### config.mk
export PLATFORM = sky130hd
export DESIGN_NAME = mem_port_arbiter
export DESIGN_NICKNAME = d
export VERILOG_FILES = /design/src/rtl/mem_port_arbiter.sv
export SDC_FILE = /design/constraint.sdc
export NUM_CORES = 1
export LEC_CHECK = 0
export ABC_CLOCK_PERIOD_IN_PS = 4900
export CORE_ASPECT_RATIO = 1.4
export CORE_MARGIN = 1
export CORE_UTILIZATION = 30
export DETAILED_ROUTE_END_ITERATION = 6
export PLACE_DENSITY = 0.72
export SYNTH_ARGS = -nofsm -noshare
export SYNTH_HDL_FRONTEND = slang
export SYNTH_SLANG_ARGS = --single-unit
### constraint.sdc
create_clock -name clk -period 4.9 [get_ports clk]
set_clock_uncertainty 0.15 [all_clocks]
set_input_delay 0.735 -clock clk [delete_from_list [all_inputs] [get_ports clk]]
set_output_delay 0.735 -clock clk [all_outputs]
set_load 0.03 [all_outputs]
### src/rtl/mem_port_arbiter.sv
// Two-requester arbiter (fetch, data) in front of a single-ported fixed-latency memory.
// Optional fetch-starvation limiter enabled by defining ARB_FAIRNESS_EN.
module mem_port_arbiter #(
  parameter int ADDR_W     = 16,
  parameter int DATA_W     = 16,
  parameter int MEM_LAT    = 2,
  parameter int MAX_STREAK = 4
) (
  input  logic              clk,
  input  logic              rst_n,
  input  logic              if_req,
  input  logic [ADDR_W-1:0] if_addr,
  output logic              if_gnt,
  output logic              if_rvalid,
  output logic [DATA_W-1:0] if_rdata,
  input  logic              dm_req,
  input  logic              dm_we,
  input  logic [ADDR_W-1:0] dm_addr,
  input  logic [DATA_W-1:0] dm_wdata,
  output logic              dm_gnt,
  output logic              dm_rvalid,
  output logic [DATA_W-1:0] dm_rdata,
  output logic              mem_en,
  output logic              mem_we,
  output logic [ADDR_W-1:0] mem_addr,
  output logic [DATA_W-1:0] mem_wdata,
  input  logic [DATA_W-1:0] mem_rdata,
  output logic              busy
);

  typedef enum logic {IDLE = 1'b0, BUSY = 1'b1} state_t;

  state_t            state_r, state_s;
  logic [3:0]        cnt_r, cnt_s;
  logic              owner_dm_r, owner_dm_s;
  logic              owner_we_r, owner_we_s;
  logic              force_if_s;
  logic              if_gnt_s, if_rvalid_s, dm_gnt_s, dm_rvalid_s;
  logic              mem_en_s, mem_we_s, busy_s;
  logic [DATA_W-1:0] if_rdata_s, dm_rdata_s, mem_wdata_s;
  logic [ADDR_W-1:0] mem_addr_s;

`ifdef ARB_FAIRNESS_EN
  logic [3:0] streak_r, streak_s;

  // Fetch wins a contended cycle once data has taken MAX_STREAK contended grants in a row
  always_comb begin
    force_if_s = if_req && dm_req && (streak_r == 4'(MAX_STREAK));
  end
`else
  logic unused_streak_s;

  // Strict data priority; the streak limit has no effect in this build
  always_comb begin
    force_if_s      = 1'b0;
    unused_streak_s = |4'(MAX_STREAK);
  end
`endif

  // Next-state and next-output logic; every output is registered below
  always_comb begin
    state_s     = state_r;
    cnt_s       = cnt_r;
    owner_dm_s  = owner_dm_r;
    owner_we_s  = owner_we_r;
    if_gnt_s    = 1'b0;
    dm_gnt_s    = 1'b0;
    if_rvalid_s = 1'b0;
    dm_rvalid_s = 1'b0;
    if_rdata_s  = if_rdata;
    dm_rdata_s  = dm_rdata;
    mem_en_s    = 1'b0;
    mem_we_s    = 1'b0;
    mem_addr_s  = mem_addr;
    mem_wdata_s = mem_wdata;
`ifdef ARB_FAIRNESS_EN
    streak_s    = streak_r;
`endif
    case (state_r)
      IDLE: begin
        if (dm_req && !force_if_s) begin
          dm_gnt_s    = 1'b1;
          mem_en_s    = 1'b1;
          mem_we_s    = dm_we;
          mem_addr_s  = dm_addr;
          mem_wdata_s = dm_wdata;
          owner_dm_s  = 1'b1;
          owner_we_s  = dm_we;
          cnt_s       = 4'(MEM_LAT);
          state_s     = BUSY;
`ifdef ARB_FAIRNESS_EN
          if (!if_req) begin
            streak_s = 4'd0;
          end else if (streak_r < 4'(MAX_STREAK)) begin
            streak_s = streak_r + 4'd1;
          end else begin
            streak_s = streak_r;
          end
`endif
        end else if (if_req) begin
          if_gnt_s    = 1'b1;
          mem_en_s    = 1'b1;
          mem_addr_s  = if_addr;
          owner_dm_s  = 1'b0;
          owner_we_s  = 1'b0;
          cnt_s       = 4'(MEM_LAT);
          state_s     = BUSY;
`ifdef ARB_FAIRNESS_EN
          streak_s    = 4'd0;
`endif
        end else begin
          state_s = IDLE;
        end
      end
      BUSY: begin
        cnt_s = cnt_r - 4'd1;
        if (cnt_r == 4'd1) begin
          state_s = IDLE;
          if (owner_dm_r) begin
            dm_rvalid_s = 1'b1;
            dm_rdata_s  = owner_we_r ? {DATA_W{1'b0}} : mem_rdata;
          end else begin
            if_rvalid_s = 1'b1;
            if_rdata_s  = mem_rdata;
          end
        end else begin
          state_s = BUSY;
        end
      end
      default: begin
        state_s = IDLE;
        cnt_s   = 4'd0;
      end
    endcase
    busy_s = (state_s == BUSY);
  end

  // State, counters and registered outputs; reset abandons any access in flight
  always_ff @(posedge clk or negedge rst_n) begin
    if (!rst_n) begin
      state_r    <= IDLE;
      cnt_r      <= 4'd0;
      owner_dm_r <= 1'b0;
      owner_we_r <= 1'b0;
      if_gnt     <= 1'b0;
      dm_gnt     <= 1'b0;
      if_rvalid  <= 1'b0;
      dm_rvalid  <= 1'b0;
      if_rdata   <= {DATA_W{1'b0}};
      dm_rdata   <= {DATA_W{1'b0}};
      mem_en     <= 1'b0;
      mem_we     <= 1'b0;
      mem_addr   <= {ADDR_W{1'b0}};
      mem_wdata  <= {DATA_W{1'b0}};
      busy       <= 1'b0;
`ifdef ARB_FAIRNESS_EN
      streak_r   <= 4'd0;
`endif
    end else begin
      state_r    <= state_s;
      cnt_r      <= cnt_s;
      owner_dm_r <= owner_dm_s;
      owner_we_r <= owner_we_s;
      if_gnt     <= if_gnt_s;
      dm_gnt     <= dm_gnt_s;
      if_rvalid  <= if_rvalid_s;
      dm_rvalid  <= dm_rvalid_s;
      if_rdata   <= if_rdata_s;
      dm_rdata   <= dm_rdata_s;
      mem_en     <= mem_en_s;
      mem_we     <= mem_we_s;
      mem_addr   <= mem_addr_s;
      mem_wdata  <= mem_wdata_s;
      busy       <= busy_s;
`ifdef ARB_FAIRNESS_EN
      streak_r   <= streak_s;
`endif
    end
  end

endmodule

==> results.txt <==
The post-synthesis instance total came out at 228. The number of antenna violations at the first check in global routing came to 0. The post-cts resize count is 0.

The first global-routing pass estimated 11,100 µm of wire. The average detailed-routed wire length per instance came out at 13.7 µm. The worst setup path is launched from an input port. The number of global-route vias before repair came to 2,323.

The worst setup path is captured at a register. Dividing total power by cell area gives a power density of 703 nW/µm². At the end of routability-driven placement, the weighted congestion stood at 0.656. Wires add up to 6980 µm. The die covers 11,100 µm².

The clock transition at the registers of the reported paths is 0.06 ns. The average vias per placed instance came out at 4.35. The number of nets handed over by synthesis was 299. The most frequent cell after synthesis is sky130_fd_sc_hd__dfrtp_1. Setup repair after global routing left no endpoint under its margin. The number of vias after detailed routing came out at 2,216. The delay of the slowest cell on the worst path is 0.88 ns.

Sorting the synthesized cells by how often they occur yields 77 x sky130_fd_sc_hd__dfrtp_1, 40 x sky130_fd_sc_hd__mux2_2, 17 x sky130_fd_sc_hd__nand2_1, 17 x sky130_fd_sc_hd__o21ai_0. The HPWL reported at the end of detailed placement came out at 5080 µm. Entering global routing, the biggest net connects 78 pins. The quantity of I/O buffers inserted on ports came out at 139.

The share of synthesized area in the top cell type comes to 0.603. The reg-to-reg setup timing slack came out at 2.75 ns. The data required time at the worst endpoint came out at 4.90 ns. IR analysis of the VDD net gives a maximum drop of 0.000363 V.

The total count of max-transition violations in the final report was 0. In the final layout, the share of cells above drive strength 1 is 0.189. Setup violations remaining at the end of the flow were counted as 0. For this design, the slowest cell found on the critical path is sky130_fd_sc_hd__o21bai_2. Buffers inserted during clock tree synthesis total 9. The synthesized design contains 0 enable-type register cells. The final layout contains 438 nets. The clock latency on the worst-skew pair came out at 0.33 ns. By area the synthesized netlist is led by sky130_fd_sc_hd__dfrtp_1 60%, sky130_fd_sc_hd__mux2_2 14%, sky130_fd_sc_hd__mux2i_1 5.0%. The dominant cell type by area after synthesis is sky130_fd_sc_hd__dfrtp_1.

During synthesis, Yosys emitted a total of 0 warnings. The type of the most critical hold path is register to register. 140 I/O pins were placed. The sequential fraction of the synthesis area came out at 0.603. The smallest clock period supported by the final layout is computed as 2.50 ns.

Compared with the post-synthesis result, the final layout area differs by 56.1%. The multi-input logic area came out at 1160 µm². The synthesis-stage register bit count is 77. The worst setup path is of the input port to register kind. The proportion of synthesized flip-flops having asynchronous set or reset is 1.00. The post-synthesis instance area is 3190 µm². The cell sitting at the root of the clock tree is a sky130_fd_sc_hd__clkbuf_16. For this design, the CTS-stage hold fixing added 0 buffers. The cell leakage power is 2.17 nW. The worst hold path begins at cnt_r[3]. TritonCTS built the clock tree.

The remaining global-route overflow came out at 0. The final antenna-violating net count is 0. The maximum root-to-sink buffer count is 2. After synthesis, the netlist uses 29 different library cells. Data arrives at the worst endpoint at 2.50 ns. The top flip-flop cell by instance count after synthesis is sky130_fd_sc_hd__dfrtp_1.

The post-route setup TNS is 0 ns. At the placement stage, the worst setup path has a slack of 1.99 ns. The repair_antennas step left the layout with diodes totalling 0. The H-tree generated during clock tree synthesis spans 3 levels. The highest fanout seen on the critical path came out at 35.

The initial utilization of the core area, before any placement, comes to 0.309. The number of buffers added for setup after CTS is 0. The standard cell core area is 10,300 µm². The overall global routing resource usage came out at 0.136. The initial DRC count came out at 48. The headroom to the max-slew limit came out at 0.280. The die width is 89.2 µm. The final count of hold timing violations is 0. Traced cell by cell, the critical path runs through clkdlybuf4s50_1, buf_4, o21bai_2, o21ai_0. The row count is 44. Across the run, the number of max-cap violations was 0.

The clock sink total came out at 77. The number of instances on the worst hold path came out at 1. The layout has 967 filler cells.

The flow ran to the end, and the final reports show no timing, DRC or antenna violations. The startpoint identified for the worst register-to-register timing path is cnt_r[1]. The number of cells on the worst reg-to-reg path is 5. The worst hold path terminates at cnt_r[3].

The post-synthesis area per instance is 14.0 µm². The ratio of final minimum period to clock period came out at 0.511. The final setup slack of the worst path is 2.40 ns. The end of the worst register-to-register path is if_rdata[11].

The remaining routing DRC violations is 0. The highest achievable clock rate is 400 MHz. From bottom edge to top edge, the die measures 124 µm. For this run, the detailed router's first-pass iteration total came to 4. For the pin with the worst max-slew slack, the measured transition is 1.08 ns. The register cell area after layout is 1930 µm².
## layout make-up
cell class / count / area share
flip-flops and latches: 77 / 0.387
repair buffers: 140 / 0.280
multi-input cells: 135 / 0.232
clock buffers: 11 / 0.0487
well taps: 138 / 0.0346
clock inverters: 4 / 0.0146
inverters: 4 / 0.00301
## worst max-delay path, delay by kind of cell
family	cells	cell delay (ns)
buffers and inverters	2	0.62
AO/OA/AOI/OAI	2	1.13
## power by group
group	internal (W)	switching, W
Sequential	0.000941	0.000187
Clock	0.000456	0.000234
Combinational	0.000800	0.000886
## routing by layer
layer / track usage / up-vias / wire (µm)
met2: 0.229 / 85 / 3630
met5: 0 / - / 0
met3: 0.0424 / 9 / 467
met4: 0.0714 / 0 / 144
met1: 0.151 / 1065 / 2740
li1: - / 1057 / -
## metrics by stage
step           total power (W)  hold slack [ns]  instances   util  area (µm²)
2_1_floorplan          0.00213            0.289        228      -        3190
3_3_place_gp           0.00281            0.311        494  0.451        4670
3_5_place_dp           0.00285            0.321        494  0.451        4670
4_1_cts                0.00356            0.332        509  0.482        4980
5_1_grt                0.00371            0.349        509  0.482        4980
6_report               0.00350            0.325        509  0.482        4980
## state kept, by name, indices dropped and copies added (netlist names)
register	count
cnt_r	4
dm_gnt	1
dm_rdata	16
dm_rvalid	1
if_gnt	1
if_rdata	16
if_rvalid	1
mem_addr	16
mem_en	1
mem_wdata	16
mem_we	1
owner_dm_r	1
owner_we_r	1
state_r	1
## cells by family after synthesis
family,count (synthesis),share of synthesized area
compound gates,21,0.0364
flops,77,0.603
mux,65,0.233
fa+ha+maj,2,0.00783
simple gates,46,0.0823
buf+inv,16,0.0341
xor+xnor,1,0.00274
## how the worst max path moves through the flow
| stage | start | end | slack [ns] | cells past startpoint |
|---|---|---|---|---|
| 2_1_floorplan | state_r | if_rdata[0] | 3.00 | 6 |
| 3_3_place_gp | dm_req | mem_wdata[2] | 2.06 | 4 |
| 3_5_place_dp | dm_req | mem_addr[2] | 1.99 | 4 |
| 4_1_cts | dm_req | mem_addr[2] | 2.35 | 4 |
| 5_1_grt | dm_req | mem_addr[15] | 2.11 | 4 |
| 6_report | dm_req | mem_addr[2] | 2.40 | 4 |
## placed cells by master (no fill, tap or decap), types with 2 or more instances in the layout
cell	n
sky130_fd_sc_hd__nor2b_1	16
sky130_fd_sc_hd__mux2_4	9
sky130_fd_sc_hd__clkdlybuf4s50_1	138
sky130_fd_sc_hd__ha_1	2
sky130_fd_sc_hd__inv_1	4
sky130_fd_sc_hd__nand2_1	17
sky130_fd_sc_hd__mux2_2	40
sky130_fd_sc_hd__a21o_1	2
sky130_fd_sc_hd__buf_4	2
sky130_fd_sc_hd__clkbuf_16	9
sky130_fd_sc_hd__nor2_1	3
sky130_fd_sc_hd__mux2i_1	16
sky130_fd_sc_hd__dfrtp_1	77
sky130_fd_sc_hd__bufinv_16	2
sky130_fd_sc_hd__o21ai_0	17
No activity file was read; power rests on OpenSTA's default activity.
